## src/rtl/opl3_timer_bank.sv

```systemverilog
// ---------------------------------------------------------------------------
// opl3_timer_bank
//
// Bank of OPL3-style interval timers. A shared base prescaler produces a
// base tick every BASE_TICK_CYCLES clocks. Timer 0 advances on every base
// tick. Timer i (i > 0) advances once every 2^(i*PRESCALE_LOG2) base ticks.
// Each timer counts up from its preset. When it passes all-ones it reloads
// the preset and reports an overflow. That overflow produces a one-cycle
// pulse and, unless masked, sets a sticky flag that feeds irq.
//
// Ports
//   clk           single clock
//   reset_n       asynchronous active-low reset
//   preset_wr     one-cycle preset write strobe
//   preset_sel    target timer of a preset write (out-of-range is ignored)
//   preset_val    preset value to write
//   ctrl_wr       one-cycle control write strobe
//   ctrl_irq_rst  with ctrl_wr: clear all flags; mask/start are not written
//   ctrl_mask     per-timer flag mask; writing a 1 also clears that flag
//   ctrl_start    per-timer run enable; a 0->1 edge loads the preset
//   ovf_pulse     per-timer overflow pulse, one cycle after the wrapping tick
//   flags         sticky per-timer overflow flags
//   irq           OR of all flags (combinational)
// ---------------------------------------------------------------------------
module opl3_timer_bank #(
  parameter int NUM_TIMERS       = 2,
  parameter int TIMER_WIDTH      = 8,
  parameter int BASE_TICK_CYCLES = 1018,
  parameter int PRESCALE_LOG2    = 2,
  localparam int SEL_W  = (NUM_TIMERS > 1) ? $clog2(NUM_TIMERS) : 1,
  localparam int BASE_W = (BASE_TICK_CYCLES > 1) ? $clog2(BASE_TICK_CYCLES) : 1
) (
  input  logic                   clk,
  input  logic                   reset_n,
  input  logic                   preset_wr,
  input  logic [SEL_W-1:0]       preset_sel,
  input  logic [TIMER_WIDTH-1:0] preset_val,
  input  logic                   ctrl_wr,
  input  logic                   ctrl_irq_rst,
  input  logic [NUM_TIMERS-1:0]  ctrl_mask,
  input  logic [NUM_TIMERS-1:0]  ctrl_start,
  output logic [NUM_TIMERS-1:0]  ovf_pulse,
  output logic [NUM_TIMERS-1:0]  flags,
  output logic                   irq
);

  localparam logic [BASE_W-1:0]      BASE_LAST = BASE_W'(BASE_TICK_CYCLES - 1);
  localparam logic [TIMER_WIDTH-1:0] CNT_MAX   = '1;

  logic [BASE_W-1:0]      base_cnt;
  logic                   base_tick;
  logic [NUM_TIMERS-1:0]  tick;

  logic [NUM_TIMERS-1:0]  mask_r;
  logic [NUM_TIMERS-1:0]  start_r;
  logic [TIMER_WIDTH-1:0] preset_q  [NUM_TIMERS];
  logic [TIMER_WIDTH-1:0] counter_q [NUM_TIMERS];

  logic                   ctrl_load;
  logic [NUM_TIMERS-1:0]  start_rise;
  logic [NUM_TIMERS-1:0]  flag_clr;
  logic [NUM_TIMERS-1:0]  preset_hit;
  logic [NUM_TIMERS-1:0]  wrap_p0;

  // -------------------------------------------------------------------------
  // Base prescaler: free-runs 0..BASE_TICK_CYCLES-1 and is never reset by
  // start/stop, so the tick phase stays tied to reset release.
  // -------------------------------------------------------------------------
  assign base_tick = (base_cnt == BASE_LAST);

  always_ff @(posedge clk or negedge reset_n) begin
    if (!reset_n) begin
      base_cnt <= '0;
    end else if (base_tick) begin
      base_cnt <= '0;
    end else begin
      base_cnt <= base_cnt + BASE_W'(1);
    end
  end

  // -------------------------------------------------------------------------
  // Per-timer sub-prescalers. Timer i ticks on the base tick where its
  // i*PRESCALE_LOG2-bit sub-prescaler is all-ones. Timer 0, or a zero
  // prescale shift, uses the base tick directly.
  // -------------------------------------------------------------------------
  for (genvar g = 0; g < NUM_TIMERS; g++) begin : g_sub
    if (g == 0 || PRESCALE_LOG2 == 0) begin : g_direct
      assign tick[g] = base_tick;
    end else begin : g_div
      localparam int SUB_W = g * PRESCALE_LOG2;
      logic [SUB_W-1:0] sub_cnt;

      always_ff @(posedge clk or negedge reset_n) begin
        if (!reset_n) begin
          sub_cnt <= '0;
        end else if (base_tick) begin
          sub_cnt <= sub_cnt + SUB_W'(1);
        end
      end

      assign tick[g] = base_tick & (&sub_cnt);
    end
  end

  // -------------------------------------------------------------------------
  // Write decode. An irq_rst write only clears flags. A normal control write
  // registers mask/start, and its mask 1-bits clear the matching flags.
  // -------------------------------------------------------------------------
  assign ctrl_load  = ctrl_wr & ~ctrl_irq_rst;
  assign start_rise = ctrl_load ? (ctrl_start & ~start_r) : '0;

  always_comb begin
    flag_clr = '0;
    if (ctrl_wr) begin
      flag_clr = ctrl_irq_rst ? {NUM_TIMERS{1'b1}} : ctrl_mask;
    end
  end

  always_comb begin
    preset_hit = '0;
    wrap_p0    = '0;
    for (int i = 0; i < NUM_TIMERS; i++) begin
      preset_hit[i] = preset_wr && (preset_sel == SEL_W'(i));
      wrap_p0[i]    = start_r[i] && tick[i] && (counter_q[i] == CNT_MAX);
    end
  end

  always_ff @(posedge clk or negedge reset_n) begin
    if (!reset_n) begin
      mask_r  <= '0;
      start_r <= '0;
    end else if (ctrl_load) begin
      mask_r  <= ctrl_mask;
      start_r <= ctrl_start;
    end
  end

  // -------------------------------------------------------------------------
  // Presets and counters. A start edge has priority over a coincident tick.
  // A preset written in the same cycle as the start edge is loaded directly.
  // Reloads on wrap use the preset register as it stood before this cycle's
  // write, so a write while running takes effect at the following reload.
  // -------------------------------------------------------------------------
  always_ff @(posedge clk or negedge reset_n) begin
    if (!reset_n) begin
      for (int i = 0; i < NUM_TIMERS; i++) begin
        preset_q[i]  <= '0;
        counter_q[i] <= '0;
      end
    end else begin
      for (int i = 0; i < NUM_TIMERS; i++) begin
        if (preset_hit[i]) begin
          preset_q[i] <= preset_val;
        end

        if (start_rise[i]) begin
          counter_q[i] <= preset_hit[i] ? preset_val : preset_q[i];
        end else if (start_r[i] && tick[i]) begin
          counter_q[i] <= wrap_p0[i] ? preset_q[i]
                                     : counter_q[i] + TIMER_WIDTH'(1);
        end
      end
    end
  end

  // -------------------------------------------------------------------------
  // Overflow outputs, one cycle after the wrapping tick. The pulse ignores
  // the mask. A flag is set only when unmasked, and a coincident clear wins.
  // -------------------------------------------------------------------------
  always_ff @(posedge clk or negedge reset_n) begin
    if (!reset_n) begin
      ovf_pulse <= '0;
      flags     <= '0;
    end else begin
      ovf_pulse <= wrap_p0;
      flags     <= (flags | (wrap_p0 & ~mask_r)) & ~flag_clr;
    end
  end

  assign irq = |flags;

endmodule

```

## config.mk

```make
export PLATFORM = sky130hd
export DESIGN_NAME = opl3_timer_bank
export DESIGN_NICKNAME = d
export VERILOG_FILES = /design/src/rtl/opl3_timer_bank.sv
export SDC_FILE = /design/constraint.sdc
export NUM_CORES = 1
export LEC_CHECK = 0
export ABC_AREA = 1
export ABC_CLOCK_PERIOD_IN_PS = 2100
export BUFFER_PORTS_ARGS = -buffer_cell sky130_fd_sc_hd__buf_2
export CAP_MARGIN = 20
export CELL_PAD_IN_SITES_DETAIL_PLACEMENT = 1
export CELL_PAD_IN_SITES_GLOBAL_PLACEMENT = 2
export CORE_MARGIN = 2
export CORE_UTILIZATION = 35
export CTS_CLUSTER_SIZE = 8
export DETAILED_ROUTE_END_ITERATION = 7
export GPL_ROUTABILITY_DRIVEN = 0
export PLACE_DENSITY = 0.77
export SYNTH_ARGS = -nofsm -noshare
export SYNTH_HDL_FRONTEND = slang
export SYNTH_SLANG_ARGS = --single-unit
```

## constraint.sdc

```tcl
create_clock -name clk -period 2.1 [get_ports clk]
set_input_delay 0.315 -clock clk [delete_from_list [all_inputs] [get_ports clk]]
set_output_delay 0.315 -clock clk [all_outputs]
set_load 0.03 [all_outputs]
```

Word-level counts from Yosys, hierarchy flattened
Index checks and enable logic that the tools add are counted.
Widths: inputs -> output; s select.
{"block": "classes", "addsub": 4, "eq_ne": 3, "n_reduce_logical": 10, "n_mux": 12, "n_bitwise": 11}
{"op": "$mux 8", "n": 8}
{"op": "$add 8x1->8 const B", "n": 2}
{"op": "$eq 8x8->1 const B", "n": 2}
{"op": "$add 10x1->10 const B", "n": 1}
{"op": "$eq 10x10->1 const B", "n": 1}
{"op": "$mux 10", "n": 1}
{"op": "$and 2x2->2", "n": 3}
{"op": "$logic_and 1x1->1", "n": 6}
{"op": "$mux 2", "n": 3}
{"op": "$not 2->2", "n": 3}
{"op": "$reduce_bool 2->1", "n": 2}
{"op": "$add 2x1->2 const B", "n": 1}
{"op": "$and 1x1->1", "n": 2}
{"op": "$not 1->1", "n": 2}
{"op": "$or 2x2->2", "n": 1}
{"op": "$reduce_and 2->1", "n": 1}
{"op": "$reduce_or 2->1", "n": 1}
{"block": "totals", "regBits": 52, "inputBits": 18, "word_cells": 50, "out_inout_bits": 5}

Depth between registers and ports, before layout
Gate-level depths: netlist of the first run.
{"block": "logic_depth", "word_depth": 7, "depth_mapped": 13, "mapped_depth_nobuf": 13}

Least setup slack after synthesis of the first run
OpenSTA, ideal clock, no wires.
{"block": "synth_path", "kind": "register to register", "from": "register base_cnt[1]", "to": "register counter_q[9] (netlist bit)", "t_required_ps": 1970, "path_buffers": 1, "slack_ps": 562, "stages_incl_launch_ff": 13, "period_less_slack_ps": 1538, "arrival_ps": 1407, "cell_sequence": "dfrtp_1 -> inv_1 -> ha_1 -> nand2_1 -> nor2_2 -> nand3_4 -> clkinv_2 -> nand2_2 -> nand2_2 -> inv_2 -> buf_6 -> nand2_1 -> o211ai_1"}
{"block": "synth_via", "elab_chain_cells": 6, "elab_cells_between_ends": 7}
{"element": "start, declared", "line_no": "50", "rtl": "logic [BASE_W-1:0] base_cnt;"}
{"element": "start signal, assigned", "line_no": "77", "rtl": "base_cnt <= base_cnt + BASE_W'(1);"}
{"element": "$eq 10x10->1 (*)", "line_no": "69", "rtl": "assign base_tick = (base_cnt == BASE_LAST);"}
{"element": "$logic_and 1x1->1 (*)", "line_no": "124, 158"}
{"element": "$logic_and 1x1->1", "line_no": "124", "rtl": "wrap_p0[i] = start_r[i] && tick[i] && (counter_q[i] == CNT_MAX);"}
{"element": "$mux 8", "line_no": "159", "rtl": "counter_q[i] <= wrap_p0[i] ? preset_q[i]"}
{"element": "$mux 8", "line_no": "158", "rtl": "end else if (start_r[i] && tick[i]) begin"}
{"element": "$mux 8", "line_no": "156", "rtl": "if (start_rise[i]) begin"}
{"element": "end signal, assigned by index", "line_no": "157", "rtl": "counter_q[i] <= preset_hit[i] ? preset_val : preset_q[i];"}
{"element": "end signal, assigned by index", "line_no": "159"}
{"element": "end, declared", "line_no": "57", "rtl": "logic [TIMER_WIDTH-1:0] counter_q [NUM_TIMERS];"}
Mark *: on every way between the ends. The rest lies on a longest branch, timed or not. The select of a mux whose other input is x is not followed.
A chain may end at the register's enable or synchronous reset.

Worst setup path after layout of the first run
{"block": "layout_path", "from": "register base_cnt[1]", "to": "register counter_q[5] (netlist bit)"}
{"block": "layout_via", "elab_chain_cells": 7, "elab_cells_between_ends": 8}
{"element": "$eq 10x10->1 (*)", "line_no": "69"}
{"element": "$and 1x1->1 (*)", "line_no": "101", "rtl": "assign tick[g] = base_tick & (&sub_cnt);"}
{"element": "$logic_and 1x1->1 (*)", "line_no": "124, 158"}
{"element": "$logic_and 1x1->1", "line_no": "124"}
{"element": "$mux 8", "line_no": "159"}
{"element": "$mux 8", "line_no": "158"}
{"element": "$mux 8", "line_no": "156"}
Marked as above.

==> results of run 1 <==
-- registers in the layout, indices dropped and copies added (netlist names) --
signal,flops
base_cnt,10
counter_q,16
flags,2
g_sub.g_div.sub_cnt,2
mask_r,2
ovf_pulse,2
preset_q,16
start_r,2
-- path summary, 6_finish.rpt --
check | end | slack (ps)
hold reg to reg | mask_r[0] | 490
max in group asynchronous | preset_q[14] | 1530
setup / recovery | counter_q[5] | 280
min in group clk | mask_r[1] | 200
hold / removal | counter_q[12] | 120
setup reg to reg | counter_q[5] | 280
-- stage by stage --
step                      util, %  hold slack [ps]  setup WS [ps]  instance area (µm²)  instances
after floorplan                 -             19.4            562                 2710        343
after global placement       38.7              461            319                 2950        467
after detailed placement     38.7              473            248                 2950        467
after CTS                    39.9              145            250                 3040        475
after global routing         39.9              168           53.4                 3040        475
final                        39.9              122            284                 3040        475
-- cell usage after synthesis (all sizes together) --
cell and count:
nand4 3, nand2 113, nor3 4, xnor2 3, a21oi 6, nand3 30, o21ai 26, buf 2
dfrtp 52, xor2 6, clkinv 1, clkbuf 1, nand3b 4, o21a 2, or2 6, nor2 33
ha 5, o211ai 4, inv 42
-- layout make-up --
cell class / count / area [µm²]
clock buffers: 5 / 68.8
well taps: 102 / 128
flip-flops and latches: 52 / 1300
repair buffers: 25 / 133
fillers: 959 / 4570
inverters: 43 / 163
multi-input cells: 245 / 1220
clock inverters: 3 / 23.8
-- power groups by stage --
stage / clock [µW] / sequential [µW] / combinational (µW)
3_5_place_dp: 0 / 1310 / 435
5_1_grt: 670 / 1320 / 518
4_1_cts: 624 / 1290 / 436
3_3_place_gp: 0 / 1310 / 425
2_1_floorplan: 0 / 1270 / 321
6_report: 603 / 1290 / 424
-- kinds of logic after synthesis --
| family | count (synthesis) | synth area share (%) |
|---|---|---|
| XOR/XNOR | 9 | 2.91 |
| AO/OA/AOI/OAI | 38 | 7.59 |
| flip-flops | 52 | 48.1 |
| adder cells (fa/ha/maj) | 5 | 2.31 |
| AND/OR/NAND/NOR | 193 | 32.3 |
| buffers and inverters | 46 | 6.75 |
-- critical path: stages, from the launching register on --
cell      delay (ps)
dfrtp_1          400
inv_1             60
ha_1             130
nand2_1           60
nor2_2           150
nand3_4          190
clkinv_2         170
nand2_1          130
nand2_1          110
inv_2             90
nor2_1           130
nand2_1           70
nand2_1           60
-- per-layer routing --
| metal | vias up | track usage, % | share of wire (%) |
|---|---|---|---|
| li1 | 1141 | - | - |
| met3 | 6 | 3.04 | 2.1 |
| met1 | 1086 | 23.6 | 48 |
| met4 | 0 | 4.10 | 1.1 |
| met2 | 19 | 29.5 | 49 |
| met5 | - | 0 | 0 |
==> impl_table.tex, run 1 <==
\begin{tabular}{lr}
\hline
Metric & Value \\
\hline
\multicolumn{2}{l}{\textbf{Outcome}} \\
Result of the run & finished, final reports clean \\
\multicolumn{2}{l}{\textbf{Clocking}} \\
Max H-tree Level & 2 \\
Number of gates given a new drive strength after cts & 0 \\
CTS root buffer & clkbuf\_8 \\
Clock Tree Buf Depth & 2 \\
TritonCTS clock tree & done \\
Clock transition at path regs & 110 ps \\
Number of post-CTS setup repair buffers & 0 \\
Total clock buffers created by CTS & 5 \\
Sinks on the clock net & 52 \\
Clock insertion delay at the later pin of the skew report & 310 ps \\
CTS hold repair buffers & 0 \\
\multicolumn{2}{l}{\textbf{Worst setup path}} \\
Depth of the worst register-to-register path & 12 \\
Type of destination of the critical path & flop \\
Arrival time of the worst setup path & 2070 ps \\
Startpoint kind of the worst setup timing path & flop \\
Worst setup path category & reg2reg \\
Startpoint of the worst-slack reg-to-reg timing path & base\_cnt[1] \\
CP Data Required Time & 2360 ps \\
Largest fanout on the critical path & 10 \\
Critical path origin & base\_cnt[1] \\
\multicolumn{2}{l}{\textbf{Job}} \\
\# Max-Cap Violations & 0 \\
\multicolumn{2}{l}{\textbf{Synth}} \\
Yosys synthesis warning count & 0 \\
Mapped Cells & 343 \\
Register area share after synthesis & 48.1\% \\
Post-Syn Area & 0.00271 mm² \\
Mean instance size in the synthesized netlist & 7.89 µm² \\
Distinct cell type count of the synthesized netlist & 26 \\
Flip-flop and latch count after synthesis & 52 \\
Most area-hungry cell type in the Yosys netlist & dfrtp\_1 \\
Top area cells in the synthesized netlist & dfrtp\_1 (48\%), nand2\_1 (15\%), inv\_1 (5.4\%), nand3\_1 (5.0\%), o21ai\_0 (4.8\%) \\
Area share of the largest cell type after synthesis & 48.1\% \\
Number of nets in the synthesized netlist & 366 \\
\multicolumn{2}{l}{\textbf{Global route}} \\
Largest net degree at the start of global routing & 53 \\
Vias in the first global route & 2,370 \\
Number of antenna violations at the first check in global routing & 0 \\
First-pass GRT wire length & 11,700 µm \\
Remaining Overflow, GRT & 0 \\
All-layer global routing usage & 17.5\% \\
\multicolumn{2}{l}{\textbf{Floorplanning}} \\
Die height & 91.9 µm \\
Die Span X & 91.9 µm \\
Starting utilization of the core area & 35.6\% \\
Site Rows & 32 \\
Boundary pin count & 23 \\
Core Region & 0.00761 mm² \\
Die area & 0.00845 mm² \\
\multicolumn{2}{l}{\textbf{Placement}} \\
HPWL after DPL & 5050 µm \\
Port buffer count & 22 \\
\multicolumn{2}{l}{\textbf{Power and ir drop}} \\
Power Dens Cells & 763 mW/mm² \\
Internal power of the cells & 1570 µW \\
Leakage & 0.00157 µW \\
Power share of the combinational group & 18.3\% \\
Part of the power in registers & 55.7\% \\
Switching fraction of total power & 32.5\% \\
Switching power summed over all nets & 753 µW \\
IR drop worst, VDD & 387 µV \\
Fraction of power consumed by the clock network & 26.0\% \\
Total Power Consumption & 2320 µW \\
\multicolumn{2}{l}{\textbf{Timing}} \\
Fmax & 551 MHz \\
Clock skew & 11.8 ps \\
Measured slew at the worst slew-check pin & 680 ps \\
Final setup violating endpoints & 0 \\
Relative slew margins & 54.7\% \\
Final total negative setup slack & 0 ps \\
Final critical path time including I/O delays and setup & 1820 ps \\
Count of pins over their slew limit & 0 \\
Final number of hold-violating endpoints & 0 \\
Unrepaired setup endpoints after global routing & false \\
Share of the clock period used by the worst path & 86.5\% \\
\multicolumn{2}{l}{\textbf{Routing}} \\
DR vias/cell & 4.74 \\
Post-route ant nets & 0 \\
Routed vias & 2,252 \\
Detailed Route Iter0 Violations & 105 \\
Number of design rule violations left after detail routing & 0 \\
Total iterations of the first detailed-routing run & 4 \\
Routed wire per std cell & 13.8 µm \\
Post-detailed-routing wire length & 6560 µm \\
\multicolumn{2}{l}{\textbf{Layout}} \\
Most frequent cells in the layout & nand2\_1 (108), dfrtp\_1 (52), inv\_1 (39) \\
Post-layout net count & 395 \\
Growth of design area from synthesis to finish & 12.3\% \\
Ant. Diodes & 0 \\
Ratio of cells with drive above 1 in the final layout & 15.8\% \\
Most common cell after layout, fill and taps aside & nand2\_1 \\
\multicolumn{2}{l}{\textbf{Min path}} \\
Hold crit path type & in2async \\
\hline
\end{tabular}
No activity file was read; power rests on OpenSTA's default activity.
==> run 2: changes to the inputs <==
CORE_UTILIZATION = 37   (was 35)
CTS_BUF_LIST = sky130_fd_sc_hd__clkbuf_2   (was not set)
PLACE_DENSITY = 0.8   (was 0.77)
==> run 2 against run 1 <==
  * Sequential power hardly changed
  * Utilization increased by 3.0 points
  * Clock skew is 29 ps higher
  * Maximum frequency shrank 1.3%
  * First-iteration DRC count is 52% lower
  * Clock power up 31%
  * Non-clock buffer count increased by 1
  * Global-route usage down 0.40 points
  * Critical path depth decreased by 2
==> impl_table.tex, run 2 (same netlist as run 1, synthesis figures left out) <==
\begin{tabular}{lr}
\hline
Metric & Value \\
\hline
\multicolumn{2}{l}{\textbf{Power and ir drop}} \\
IR drop worst, VDD & 363 µV (-6.2\%) \\
Total Power Consumption & 2500 µW (+7.9\%) \\
Leakage & 0.00160 µW (+1.8\%) \\
Power Dens Cells & 813 mW/mm² (+6.5\%) \\
\multicolumn{2}{l}{\textbf{Floorplanning}} \\
Die height & 89.5 µm (-2.6\%) \\
Die Span X & 89.5 µm (-2.6\%) \\
Boundary pin count & 23 (unchanged) \\
Die area & 0.00801 mm² (-5.2\%) \\
Starting utilization of the core area & 37.7\% (+2.1 points) \\
Site Rows & 31 (-3.1\%) \\
Core Region & 0.00718 mm² (-5.7\%) \\
\multicolumn{2}{l}{\textbf{Timing}} \\
Min Hold Slack & 17.0 ps (-105 ps) \\
Final setup slack of the worst path & 261 ps (-23.4 ps) \\
Final number of hold-violating endpoints & 0 (unchanged) \\
Relative slew margins & 65.0\% (+10 points) \\
Final setup violating endpoints & 0 (unchanged) \\
Final total negative setup slack & 0 ps (unchanged) \\
Unrepaired setup endpoints after global routing & false \\
Fmax & 544 MHz (-1.3\%) \\
Clock skew & 40.8 ps (+29.0 ps) \\
Final critical path time including I/O delays and setup & 1840 ps (+23.4 ps) \\
Count of pins over their slew limit & 0 (unchanged) \\
Share of the clock period used by the worst path & 87.6\% (+1.1 points) \\
Measured slew at the worst slew-check pin & 524 ps (-156 ps) \\
\multicolumn{2}{l}{\textbf{Global route}} \\
Remaining Overflow, GRT & 0 (unchanged) \\
Largest net degree at the start of global routing & 34 (-36\%) \\
Number of antenna violations at the first check in global routing & 0 (unchanged) \\
All-layer global routing usage & 17.1\% (-0.40 points) \\
First-pass GRT wire length & 10,500 µm (-10\%) \\
Vias in the first global route & 2,219 (-6.4\%) \\
\multicolumn{2}{l}{\textbf{Layout}} \\
Most common cell after layout, fill and taps aside & nand2\_1 \\
Ant. Diodes & 0 (unchanged) \\
Fillers & 898 (-6.4\%) \\
Registers with the highest flip-flop counts & counter\_q x16, preset\_q x16, base\_cnt x10 \\
Ratio of cells with drive above 1 in the final layout & 16.0\% (+0.23 points) \\
Core Util, Final & 42.9\% (+3.0 points) \\
Most frequent cells in the layout & nand2\_1 (108), dfrtp\_1 (52), inv\_1 (38) \\
Post-layout net count & 396 (+0.25\%) \\
Growth of design area from synthesis to finish & 13.8\% \\
\multicolumn{2}{l}{\textbf{Clocking}} \\
Clock Tree Buf Depth & 2 (unchanged) \\
Max H-tree Level & 2 (unchanged) \\
TritonCTS clock tree & done \\
Clock transition at path regs & 320 ps (+210 ps) \\
Clock insertion delay at the later pin of the skew report & 480 ps (+170 ps) \\
CTS root buffer & clkbuf\_2 \\
Number of post-CTS setup repair buffers & 0 (unchanged) \\
Sinks on the clock net & 52 (unchanged) \\
Total clock buffers created by CTS & 5 (unchanged) \\
\multicolumn{2}{l}{\textbf{Routing}} \\
Routed vias & 2,226 (-1.2\%) \\
Total iterations of the first detailed-routing run & 4 (unchanged) \\
Post-route ant nets & 0 (unchanged) \\
Number of design rule violations left after detail routing & 0 (unchanged) \\
Post-detailed-routing wire length & 6410 µm (-2.2\%) \\
Detailed Route Iter0 Violations & 50 (-52\%) \\
Routed wire per std cell & 13.6 µm (-1.8\%) \\
DR vias/cell & 4.71 (-0.74\%) \\
\multicolumn{2}{l}{\textbf{Worst setup path}} \\
Arrival time of the worst setup path & 2220 ps (+150 ps) \\
Critical path, cell by cell & ha\_1 > nand3\_1 > nor2\_1 > nand3\_1 > inv\_2 > nand2\_2 > nand2\_1 > nand3\_1 > nand2\_1 > nand2\_1 \\
CP Data Required Time & 2480 ps (+120 ps) \\
Worst setup path category & reg2reg \\
Largest fanout on the critical path & 7 (-3) \\
Startpoint kind of the worst setup timing path & flop \\
Crit path largest cell delay & 470 ps (+70 ps) \\
Type of destination of the critical path & flop \\
Worst path slowest cell & dfrtp\_1 \\
\multicolumn{2}{l}{\textbf{Placement}} \\
Port buffer count & 22 (unchanged) \\
HPWL after DPL & 4980 µm (-1.4\%) \\
Worst slack at placement & 219 ps (-28.8 ps) \\
\multicolumn{2}{l}{\textbf{Min path}} \\
Hold crit path type & in2reg \\
\multicolumn{2}{l}{\textbf{Outcome}} \\
Result of the run & finished, final reports clean \\
\multicolumn{2}{l}{\textbf{Job}} \\
\# Max-Cap Violations & 0 (unchanged) \\
\hline
\end{tabular}
==> run 2: final cells by class <==
type / instances / area [µm²] / area share (%)
Inverter: 43 / 163 / 5.28
Tap cell: 99 / 124 / 4.02
Clock buffer: 5 / 25.0 / 0.813
Timing Repair Buffer: 26 / 155 / 5.04
Multi-Input combinational cell: 245 / 1220 / 39.7
Sequential cell: 52 / 1300 / 42.3
Clock inverter: 3 / 90.1 / 2.93
==> run 2: final timing paths <==
check | from | end | slack [ps] | cells past startpoint
hold / removal | ctrl_mask[0] | mask_r[0] | 20 | 3
max in group asynchronous | reset_n | preset_q[7] | 1240 | 3
min in group asynchronous | reset_n | g_sub[1].g_div.sub_cnt[0] | 270 | 2
setup / recovery | counter_q[8] | counter_q[13] | 260 | 10
hold reg to reg | g_sub[1].g_div.sub_cnt[1] | g_sub[1].g_div.sub_cnt[1] | 530 | 2
setup reg to reg | counter_q[8] | counter_q[13] | 260 | 10
==> run 2: repair_timing <==
| action | CTS | global route |
|---|---|---|
| endpoints found under the hold margin | 19 | 0 |
| hold buffers | 1 | 0 |
| gates resized for setup | 0 | 1 |
| setup endpoints to repair | 0 | 3 |
==> run 2: power by group <==
part	internal (µW)	total (µW)	switching [µW]
combinational	186	423	237
clock	438	792	354
sequential	1150	1290	142
total	1770	2500	733
==> run 2: worst max-delay path: cells and delay by family, from the launching register on <==
| kind | cells | cell delay [ps] |
|---|---|---|
| and+or+nand+nor | 8 | 890 |
| DFF | 1 | 470 |
| adders and majority gates | 1 | 210 |
| buffers and inverters | 1 | 190 |
==> run 2: per-stage QoR <==
stage / cell area (µm²) / cells
after floorplan: 2710 / 343
after global placement: 2950 / 464
after detailed placement: 2950 / 464
after CTS: 3080 / 473
after global routing: 3080 / 473
final: 3080 / 473
==> run 2: routing by layer <==
metal,wire length (µm),global-route usage [%]
met1,3180,23.6
met2,3020,28.4
met3,141,2.77
met4,62,3.66
met5,0,0
==> run 3: changes to the inputs <==
PLACE_DENSITY = not set   (was 0.8)
PLACE_DENSITY_LB_ADDON = 0.2   (was not set)
==> run 3 against run 2 <==
  * Sequential power hardly changed
  * Setup slack worse by 14 ps
  * Utilization hardly changed
  * Via count up 0.85%
  * Die area unchanged
  * Critical path depth grew 2
  * Non-clock buffer count is 2 higher
==> impl_table.tex, run 3 (same netlist as run 1, synthesis figures left out) <==
\begin{tabular}{lr}
\hline
Metric & Value \\
\hline
\multicolumn{2}{l}{\textbf{Power and ir drop}} \\
Power share of the combinational group & 17.3\% (+0.4 points) \\
IR drop worst, VDD & 380 µV (+4.8\%) \\
Switching power summed over all nets & 733 µW (about the same) \\
Switching fraction of total power & 29.3\% (about the same) \\
Total Power Consumption & 2500 µW (about the same) \\
Internal power of the cells & 1770 µW (about the same) \\
Part of the power in registers & 51.7\% (+0.3 points) \\
Leakage & 0.00161 µW (+0.55\%) \\
Power Dens Cells & 813 mW/mm² (about the same) \\
Fraction of power consumed by the clock network & 31.0\% (-0.7 points) \\
\multicolumn{2}{l}{\textbf{Timing}} \\
Count of pins over their slew limit & 0 (unchanged) \\
Clock skew & 20.7 ps (-20.1 ps) \\
Min Hold Slack & 58.2 ps (+41.3 ps) \\
Unrepaired setup endpoints after global routing & false \\
Final critical path time including I/O delays and setup & 1850 ps (+14.4 ps) \\
Final setup violating endpoints & 0 (unchanged) \\
Final setup slack of the worst path & 247 ps (-14.4 ps) \\
Measured slew at the worst slew-check pin & 561 ps (+37.5 ps) \\
Final number of hold-violating endpoints & 0 (unchanged) \\
Share of the clock period used by the worst path & 88.3\% (+0.69 points) \\
Relative slew margins & 62.6\% (-2.4 points) \\
Final total negative setup slack & 0 ps (unchanged) \\
Fmax & 540 MHz (-0.78\%) \\
\multicolumn{2}{l}{\textbf{Floorplanning}} \\
Core Region & 0.00718 mm² (unchanged) \\
Die height & 89.5 µm (unchanged) \\
Site Rows & 31 (unchanged) \\
Die Span X & 89.5 µm (unchanged) \\
Boundary pin count & 23 (unchanged) \\
Die area & 0.00801 mm² (unchanged) \\
Starting utilization of the core area & 37.7\% (unchanged) \\
\multicolumn{2}{l}{\textbf{Placement}} \\
HPWL after DPL & 5220 µm (+4.9\%) \\
Worst slack at placement & 264 ps (+44.7 ps) \\
Port buffer count & 22 (unchanged) \\
Total placed instance area & 0.00296 mm² (about the same) \\
\multicolumn{2}{l}{\textbf{Routing}} \\
Max layer used & met4 \\
Total length of routed met2 wires & 3290 µm (+8.8\%) \\
Detailed Route Iter0 Violations & 73 (+46\%) \\
Routed vias & 2,245 (+0.85\%) \\
DR vias/cell & 4.73 (+0.43\%) \\
Wire length on met3 & 168 µm (+19\%) \\
Number of design rule violations left after detail routing & 0 (unchanged) \\
Met1 layer wirelength in the final routing & 3160 µm (-0.85\%) \\
Post-detailed-routing wire length & 6640 µm (+3.6\%) \\
Post-route ant nets & 0 (unchanged) \\
Routed wire per std cell & 14.0 µm (+3.2\%) \\
Total iterations of the first detailed-routing run & 4 (unchanged) \\
\multicolumn{2}{l}{\textbf{Worst setup path}} \\
Critical path, cell by cell & inv\_1 > ha\_1 > nand2\_1 > nor2\_2 > nand3\_4 > clkinv\_2 > nand2\_1 > nand2\_1 > inv\_2 > nor2\_1 > nand2\_1 > nand2\_1 \\
CP Data Required Time & 2500 ps (+20 ps) \\
Critical path origin & base\_cnt[1] \\
Crit-path most repeated cell & nand2\_1 \\
Worst path slowest cell & dfrtp\_1 \\
Worst setup path category & reg2reg \\
Arrival time of the worst setup path & 2250 ps (+30 ps) \\
Startpoint of the worst-slack reg-to-reg timing path & base\_cnt[1] \\
Type of destination of the critical path & flop \\
Crit path largest cell delay & 470 ps (about the same) \\
Largest fanout on the critical path & 10 (+3) \\
Startpoint kind of the worst setup timing path & flop \\
\multicolumn{2}{l}{\textbf{Clocking}} \\
CTS hold repair buffers & 1 (unchanged) \\
Max H-tree Level & 2 (unchanged) \\
CTS root buffer & clkbuf\_2 \\
Total clock buffers created by CTS & 5 (unchanged) \\
Clock insertion delay at the later pin of the skew report & 450 ps (-30 ps) \\
Number of post-CTS setup repair buffers & 0 (unchanged) \\
Number of gates given a new drive strength after cts & 0 (unchanged) \\
Sinks on the clock net & 52 (unchanged) \\
TritonCTS clock tree & done \\
Clock Tree Buf Depth & 2 (unchanged) \\
Clock transition at path regs & 290 ps (-30 ps) \\
\multicolumn{2}{l}{\textbf{Global route}} \\
Number of antenna violations at the first check in global routing & 0 (unchanged) \\
Remaining Overflow, GRT & 0 (unchanged) \\
All-layer global routing usage & 18.5\% (+1.4 points) \\
First-pass GRT wire length & 11,300 µm (+7.3\%) \\
Largest net degree at the start of global routing & 25 (-26\%) \\
Vias in the first global route & 2,345 (+5.7\%) \\
\multicolumn{2}{l}{\textbf{Layout}} \\
Post-layout net count & 398 (+0.51\%) \\
Growth of design area from synthesis to finish & 13.9\% (about the same) \\
Registers with the highest flip-flop counts & counter\_q x16, preset\_q x16, base\_cnt x10 \\
Most common cell after layout, fill and taps aside & nand2\_1 \\
Ant. Diodes & 0 (unchanged) \\
Summed area of non-filler cells in the final layout & 0.00308 mm² (about the same) \\
Most frequent cells in the layout & nand2\_1 (108), dfrtp\_1 (52), inv\_1 (39) \\
Ratio of cells with drive above 1 in the final layout & 16.2\% (+0.18 points) \\
\multicolumn{2}{l}{\textbf{Job}} \\
\# Max-Cap Violations & 0 (unchanged) \\
\multicolumn{2}{l}{\textbf{Min path}} \\
Start point of the worst min-delay path & ctrl\_mask[0] \\
Hold crit path type & in2reg \\
\multicolumn{2}{l}{\textbf{Outcome}} \\
Result of the run & finished, final reports clean \\
\hline
\end{tabular}
run 3: changes by cell type in the layout (fill, tap and decap cells not counted):
cell and change:
buf_4 +3, buf_12 -1, inv_2 -1, inv_1 +1
run 3: layer usage:
layer  up-vias  GRT usage, %
li1       1148             -
met1      1064          25.0
met2        31          31.4
met3         2          3.14
met4         0          3.66
met5         -             0
run 3: metrics by stage:
| step | util (%) | cells |
|---|---|---|
| after CTS | 42.9 | 475 |
| after detailed placement | 41.2 | 466 |
| after global placement | 41.2 | 466 |
| after global routing | 42.9 | 475 |
| after floorplan | - | 343 |
| final | 42.9 | 475 |
run 3: worst paths after layout:
kind | endpoint | slack [ps] | cells past startpoint
hold / removal | mask_r[0] | 60 | 3
hold reg to reg | g_sub[1].g_div.sub_cnt[0] | 500 | 1
setup reg to reg | counter_q[5] | 250 | 12
max in group asynchronous | preset_q[13] | 1110 | 3
min in group asynchronous | mask_r[1] | 330 | 2
setup / recovery | counter_q[5] | 250 | 12
run 3: area by class of cell:
class | count | area (µm²)
timing repair buffer | 28 | 158
inverter | 43 | 163
tap | 99 | 124
clock buffer | 5 | 25.0
multi-input combinational | 245 | 1220
clock inverter | 3 | 90.1
sequential | 52 | 1300
fill | 904 | 4090
run 3: worst max-delay path, delay by kind of cell (launching register included):
family                     cells  cell delay [ps]
buffers and inverters          3              320
adders and majority gates      1              130
and+or+nand+nor                8              910
DFF                            1              470
run 3: power groups by stage:
stage          sequential, µW  clock (µW)  combinational [µW]
2_1_floorplan            1270           0                 321
3_3_place_gp             1310           0                 426
3_5_place_dp             1310           0                 439
4_1_cts                  1300         790                 443
5_1_grt                  1320         839                 515
6_report                 1290         777                 433
